**src/rtl/flash_program_sequencer.sv**
```systemverilog
// flash_program_sequencer
// Drives the shared FLASH write/command path. Each accepted request becomes a
// JEDEC (AMD-style) command sequence: program word, sector erase, chip erase,
// or a bare F0 reset. Completion is detected by DQ7 data polling. DQ5 and a
// poll-count timeout are error paths, and every error path issues an F0 reset
// write before DONE.
//
// Optional feature: define FLASH_VERIFY_EN to add a read-back verify after a
// successful poll. Program ops compare against CMD_DATA, sector erase against
// FFFF at CMD_ADDR, and chip erase against FFFF at word 0. A verify mismatch
// flags ERROR without issuing F0.
//
// Ports
//   CLK, RESET              clock and synchronous active-high reset
//   CMD_VALID/CMD_READY     request handshake; READY is high only when idle
//   CMD_OP/ADDR/DATA        op (0 prog, 1 sector, 2 chip, 3 reset), address, data
//   DONE/ERROR              1-cycle completion pulse and its error flag
//   BUSY                    high from the cycle after accept through the DONE cycle
//   FLASH_ADDR/DQ_O/DQ_OE   flash address, write data and data driver enable
//   FLASH_DQ_I              flash read data
//   FLASH_WE_n/FLASH_OE_n   flash write and read strobes
module flash_program_sequencer #(
  parameter int ADDR_W    = 20,
  parameter int SETUP_CYC = 2,
  parameter int WE_CYC    = 3,
  parameter int RD_CYC    = 3,
  parameter int TIMEOUT   = 1 << 24
) (
  input  logic              CLK,
  input  logic              RESET,
  input  logic              CMD_VALID,
  output logic              CMD_READY,
  input  logic [1:0]        CMD_OP,
  input  logic [ADDR_W-1:0] CMD_ADDR,
  input  logic [15:0]       CMD_DATA,
  output logic              DONE,
  output logic              ERROR,
  output logic              BUSY,
  output logic [ADDR_W-1:0] FLASH_ADDR,
  output logic [15:0]       FLASH_DQ_O,
  output logic              FLASH_DQ_OE,
  input  logic [15:0]       FLASH_DQ_I,
  output logic              FLASH_WE_n,
  output logic              FLASH_OE_n
);

  localparam int CNT_W = $clog2(TIMEOUT) + 1;
  localparam logic [1:0] OP_PROG = 2'd0;
  localparam logic [1:0] OP_SECT = 2'd1;
  localparam logic [1:0] OP_CHIP = 2'd2;
  localparam logic [1:0] OP_RST  = 2'd3;

  typedef enum logic [3:0] {
    S_IDLE, S_WSETUP, S_WPULSE, S_WHOLD, S_POLL_GAP, S_POLL_RD, S_POLL_CHK,
`ifdef FLASH_VERIFY_EN
    S_VERIFY, S_VERIFY_CHK,
`endif
    S_DONE
  } state_t;

  state_t            state, next_state;
  logic [7:0]        cyc_cnt;
  logic [2:0]        step;
  logic [1:0]        op_q;
  logic [ADDR_W-1:0] addr_q;
  logic [15:0]       data_q;
  logic [15:0]       rd_word;
  logic [CNT_W-1:0]  poll_cnt;
  logic              retry_q, err_q, f0_wr;
  logic              poll_target, poll_met, poll_last, last_write;
  logic              start_f0, set_retry;

  // Address/data of write number idx in the command list for op.
  function automatic logic [ADDR_W+15:0] wr_word(input logic [1:0] op, input logic [2:0] idx,
                                                 input logic [ADDR_W-1:0] addr,
                                                 input logic [15:0] data);
    logic [ADDR_W-1:0] a555, a2aa;
    a555 = ADDR_W'(12'h555);
    a2aa = ADDR_W'(12'h2AA);
    wr_word = {a555, 16'h00AA};
    case (op)
      OP_PROG: case (idx)
        3'd0:    wr_word = {a555, 16'h00AA};
        3'd1:    wr_word = {a2aa, 16'h0055};
        3'd2:    wr_word = {a555, 16'h00A0};
        default: wr_word = {addr, data};
      endcase
      OP_SECT, OP_CHIP: case (idx)
        3'd0, 3'd3: wr_word = {a555, 16'h00AA};
        3'd1, 3'd4: wr_word = {a2aa, 16'h0055};
        3'd2:       wr_word = {a555, 16'h0080};
        default:    wr_word = (op == OP_SECT) ? {addr, 16'h0030} : {a555, 16'h0010};
      endcase
      default: wr_word = {{ADDR_W{1'b0}}, 16'h00F0};
    endcase
  endfunction

  function automatic logic [2:0] last_idx(input logic [1:0] op);
    case (op)
      OP_PROG: last_idx = 3'd3;
      OP_RST:  last_idx = 3'd0;
      default: last_idx = 3'd5;
    endcase
  endfunction

  // Erase completes with DQ7=1; program completes when DQ7 equals the data bit.
  assign poll_target = (op_q == OP_PROG) ? data_q[7] : 1'b1;
  assign poll_met    = (rd_word[7] == poll_target);
  assign poll_last   = (poll_cnt == CNT_W'(TIMEOUT - 1));
  assign last_write  = f0_wr || (step == last_idx(op_q));

`ifndef FLASH_VERIFY_EN
  logic unused_rd;
  assign unused_rd = ^{rd_word[15:8], rd_word[6], rd_word[4:0]};
`endif

  always_comb begin
    next_state  = state;
    start_f0    = 1'b0;
    set_retry   = 1'b0;
    CMD_READY   = 1'b0;
    DONE        = 1'b0;
    ERROR       = 1'b0;
    BUSY        = 1'b1;
    FLASH_WE_n  = 1'b1;
    FLASH_OE_n  = 1'b1;
    FLASH_DQ_OE = 1'b0;
    case (state)
      S_IDLE: begin
        CMD_READY = 1'b1;
        BUSY      = 1'b0;
        if (CMD_VALID) next_state = S_WSETUP;
      end
      S_WSETUP: begin
        FLASH_DQ_OE = 1'b1;
        if (cyc_cnt == 8'(SETUP_CYC - 1)) next_state = S_WPULSE;
      end
      S_WPULSE: begin
        FLASH_DQ_OE = 1'b1;
        FLASH_WE_n  = 1'b0;
        if (cyc_cnt == 8'(WE_CYC - 1)) next_state = S_WHOLD;
      end
      S_WHOLD: begin
        FLASH_DQ_OE = 1'b1;
        if (!last_write)                   next_state = S_WSETUP;
        else if (f0_wr || op_q == OP_RST)  next_state = S_DONE;
        else                               next_state = S_POLL_GAP;
      end
      // Bus turnaround: data driver released before OE_n may fall.
      S_POLL_GAP: next_state = S_POLL_RD;
      S_POLL_RD: begin
        FLASH_OE_n = 1'b0;
        if (cyc_cnt == 8'(RD_CYC - 1)) next_state = S_POLL_CHK;
      end
      // DQ5 grants exactly one re-read; a second miss is a fault.
      S_POLL_CHK: begin
        if (poll_met) begin
`ifdef FLASH_VERIFY_EN
          next_state = S_VERIFY;
`else
          next_state = S_DONE;
`endif
        end else if (retry_q) begin
          start_f0   = 1'b1;
          next_state = S_WSETUP;
        end else if (rd_word[5]) begin
          set_retry  = 1'b1;
          next_state = S_POLL_RD;
        end else if (poll_last) begin
          start_f0   = 1'b1;
          next_state = S_WSETUP;
        end else begin
          next_state = S_POLL_RD;
        end
      end
`ifdef FLASH_VERIFY_EN
      S_VERIFY: begin
        FLASH_OE_n = 1'b0;
        if (cyc_cnt == 8'(RD_CYC - 1)) next_state = S_VERIFY_CHK;
      end
      S_VERIFY_CHK: next_state = S_DONE;
`endif
      S_DONE: begin
        DONE       = 1'b1;
        ERROR      = err_q;
        next_state = S_IDLE;
      end
      default: next_state = S_IDLE;
    endcase
  end

  always_ff @(posedge CLK) begin
    if (RESET) begin
      state      <= S_IDLE;
      cyc_cnt    <= '0;
      step       <= '0;
      op_q       <= '0;
      addr_q     <= '0;
      data_q     <= '0;
      rd_word    <= '0;
      poll_cnt   <= '0;
      retry_q    <= 1'b0;
      err_q      <= 1'b0;
      f0_wr      <= 1'b0;
      FLASH_ADDR <= '0;
      FLASH_DQ_O <= '0;
    end else begin
      state   <= next_state;
      cyc_cnt <= (next_state != state) ? 8'd0 : cyc_cnt + 8'd1;
      case (state)
        S_IDLE: if (CMD_VALID) begin
          op_q     <= CMD_OP;
          addr_q   <= CMD_ADDR;
          data_q   <= CMD_DATA;
          step     <= '0;
          poll_cnt <= '0;
          retry_q  <= 1'b0;
          err_q    <= 1'b0;
          f0_wr    <= 1'b0;
          {FLASH_ADDR, FLASH_DQ_O} <= wr_word(CMD_OP, 3'd0, CMD_ADDR, CMD_DATA);
        end
        S_WHOLD: if (!last_write) begin
          step <= step + 3'd1;
          {FLASH_ADDR, FLASH_DQ_O} <= wr_word(op_q, step + 3'd1, addr_q, data_q);
        end
        S_POLL_RD: if (cyc_cnt == 8'(RD_CYC - 1)) rd_word <= FLASH_DQ_I;
        S_POLL_CHK: begin
          poll_cnt <= poll_cnt + 1'b1;
          if (set_retry) retry_q <= 1'b1;
          if (start_f0) begin
            f0_wr      <= 1'b1;
            err_q      <= 1'b1;
            FLASH_ADDR <= '0;
            FLASH_DQ_O <= 16'h00F0;
          end
`ifdef FLASH_VERIFY_EN
          if (poll_met) FLASH_ADDR <= (op_q == OP_CHIP) ? '0 : addr_q;
`endif
        end
`ifdef FLASH_VERIFY_EN
        S_VERIFY: if (cyc_cnt == 8'(RD_CYC - 1)) rd_word <= FLASH_DQ_I;
        S_VERIFY_CHK: err_q <= (rd_word != ((op_q == OP_PROG) ? data_q : 16'hFFFF));
`endif
        default: ;
      endcase
    end
  end

endmodule

```
**config.mk**
```make
export PLATFORM = sky130hd
export DESIGN_NAME = flash_program_sequencer
export DESIGN_NICKNAME = d
export VERILOG_FILES = /design/src/rtl/flash_program_sequencer.sv
export SDC_FILE = /design/constraint.sdc
export NUM_CORES = 1
export LEC_CHECK = 0
export ABC_AREA = 1
export CORE_MARGIN = 3
export CORE_UTILIZATION = 40
export CTS_BUF_LIST = sky130_fd_sc_hd__clkbuf_4 sky130_fd_sc_hd__clkbuf_8 sky130_fd_sc_hd__clkbuf_16
export DETAILED_ROUTE_END_ITERATION = 10
export MAX_ROUTING_LAYER = met4
export PLACE_DENSITY_LB_ADDON = 0.12
export SYNTH_ARGS = -nofsm -noshare
export SYNTH_HDL_FRONTEND = slang
export SYNTH_SLANG_ARGS = --single-unit
```
**constraint.sdc**
```tcl
create_clock -name CLK -period 1.9 [get_ports CLK]
set_input_delay 0.19 -clock CLK [delete_from_list [all_inputs] [get_ports CLK]]
set_output_delay 0.19 -clock CLK [all_outputs]
set_load 0.02 [all_outputs]
```
==> impl_metrics.ini <==
[status]
status = finished, violations left
failed_checks = negative setup slack

[job]
cap_violations = 0

[cts]
clockBufferDepth = 2
total_cts_buffers = 17
clock_h_tree_levels = 4
worst_skew_pair_later_pin_latency_ns = 0.42
ctsHoldBuffers = 0
clock_sinks = 118
clk_root_buffer_cell = clkbuf_16
cts_tree = done
cts.clk_slew.worst_paths_ns = 0.05

[synth]
avgSynthCellArea_um2 = 6.55
area_fraction_in_and_or_nand_and_nor_cells_after_synthesis_pct = 34.0
synthCells = 933
ys_async_sr_fraction_pct = 0
largest_family_of_logic_cells_by_synthesized_area = simple AND/OR/NAND/NOR gates
synth_fa_ha_area_share_pct = 2.46
yosysWarningCount = 0
synth_xor_area_share_pct = 1.00
synth_nets = 1002
synth-seq-cells = 118
ys_seq_area_share_pct = 38.7
ys_types = 39
ys_dominant_reg_cell = dfxtp_1
muxShareOfSynthArea_pct = 0
syn_area_mm2 = 0.00611
synth_edf_count = 0
share_of_the_synthesized_area_in_compound_gates_ao_oa_aoi_oai_pct = 14.2

[floorplanning]
dieWidth_um = 130
core_area_mm2 = 0.0148
initial_core_util_pct = 41.4
rows = 44
top_level_ports = 100
die-height_um = 130
die-area_mm2 = 0.0168

[setup_path]
worstPathMaxFanout = 8
worstSetupStartpointType = register
critPathCaptureType = register
worst_ep_required_time_ns = 2.25
worst-setup-path-type = register to register
cp_data_arrival_time_ns = 2.26

[detailed_routing]
drt_first_pass_iters = 7
detail_route.iter0.violations = 395
routed-via-count = 6283
detail_route.wl_per_cell_um = 13.8
routed_wirelength_mm = 17.5
ant_nets = 0
post_drt_via_cell_ratio = 4.95
drc_errors_left = 0

[cells_and_area]
mostFrequentLayoutCell = nand2_1
drive_above_1_share_pct = 19.8
synthToLayoutAreaGrowth_pct = 42.6
layout.cells.most_common_list = 245 x nand2_1, 108 x dfxtp_1, 89 x inv_1
final_area_mm2 = 0.00871
finish.utilization_pct = 59.1
antennaDiodeCount = 0
fillers = 1430
final_nets = 1141

[power_and_ir_drop]
post-layout-total-power_uw = 6860
leakage_uw = 0.00359
power-per-cell-area_mw_per_mm2 = 787
vdd_ir_drop_max_mv = 0.606

[grt]
grt_first_pass_wirelength_mm = 26.6
gr-total-overflow = 0
grt_antenna_before_repair = 0
grt_pass1_vias = 5378
grt_usage_pct = 20.4
grt_max_degree = 50

[timing]
fin_worst_hold_slack_ns = 0.0605
report.final.hold_viol_count = 0
timing_max_transition_violations_final = 0
rsz0062_at_grt = true
timing.final.ws_setup_ns = -0.0136
timing_worst_slew_pin_value_ns = 0.541
clock-skew-final_ns = 0.00581
worst_slew_margin_rel_pct = 63.6
final-setup-viol-count = 2
post-route-period-util_pct = 101
clock.fmax_mhz = 523
final_period_minus_worst_setup_slack_ns = 1.91

[placement]
globalplace.congestion = 0.889
setup_slack_placement_ns = -0.0790
hpwl_mm = 11.8
io_buffer_count = 85
placed_cell_area_mm2 = 0.00749

[min_path]
worst_hold_path_type = input pin to register
## metrics by stage
step,std cells,setup TNS (ns)
CTS,1250,0
detailed placement,1217,-0.933
finish,1269,-0.0188
global route,1269,-2.93
global placement,1217,-0.632
floorplan,933,0
## what timing repair did
action / 4_1_cts / 5_1_grt
endpoints found under the setup margin: 35 / 47
gates resized for setup: 14 / 102
pin swaps: 1 / 35
setup buffers: 1 / 11
cloned: 0 / 8
## kinds of logic after synthesis
logic type      count (synthesis)
compound gates                161
fa+ha+maj                      12
xor+xnor                        7
other cells                     1
buf+inv                       146
flops                         118
simple gates                  488
## power breakdown
group	internal, µW	total, µW	switching, µW
logic	362	808	446
registers	2560	2610	48.5
clock network	2310	3440	1130
## per-layer routing
metal	vias up	share of wire, %	routed length [µm]	GRT usage, %
met5	-	0	0	-
met4	0	0.85	148	5.56
met3	15	3.5	619	4.45
met2	122	47	8250	31.2
met1	2846	48	8470	27.4
li1	3300	-	-	-
## state kept, by name (all words and copies together), names as in the netlist
name,flops
retry_q,1
FLASH_ADDR,20
step,3
cyc_cnt,8
data_q,16
state,4
f0_wr,1
op_q,2
addr_q,20
poll_cnt,25
rd_word,2
FLASH_DQ_O,16
## critical path, cell delays in order (launching register included)
cell and delay [ns]:
dfxtp_2 0.33, inv_2 0.05, ha_4 0.27, inv_2 0.03, nand2_1 0.04, nand2_1 0.06, nand3_2 0.12, nand2_4 0.08
a21oi_4 0.29, buf_4 0.19, clkbuf_16 0.14, nand4_1 0.11, a21oi_1 0.13
## final cells by class
class,instances,area (µm²),area share (%)
Timing Repair Buffer,164,1610,18.4
Tap cell,184,230,2.64
Inverter,102,383,4.39
Clock inverter,9,149,1.71
Multi-Input combinational cell,669,3480,40.0
Sequential cell,118,2380,27.3
Clock buffer,23,483,5.54
## Yosys cell counts, types with 5 or more instances
cell      instances  share of area (%)
o21ai_0          43                3.5
clkbuf_1         22                1.4
a21oi_1          84                6.9
nand2_2           6               0.61
nand4_1          29                3.0
inv_1            96                5.9
nand3_1          58                4.8
buf_2            12               0.98
nor2_1           87                5.3
o21ai_1          16                1.3
nor3_1           24                2.0
ha_1             12                2.5
dfxtp_1         118                 39
inv_2             5               0.31
nand2_1         274                 17
buf_1             5               0.31
## worst paths after layout
path | startpoint | endpoint | slack [ns] | cells after the start
worst min register to register | poll_cnt[9] | poll_cnt[9] | 0.45 | 1
worst min-delay path | RESET | retry_q | 0.06 | 2
worst max register to register | op_q[0] | FLASH_ADDR[19] | -0.01 | 12
worst max-delay path | op_q[0] | FLASH_ADDR[19] | -0.01 | 12
No activity file was read; power rests on OpenSTA's default activity.
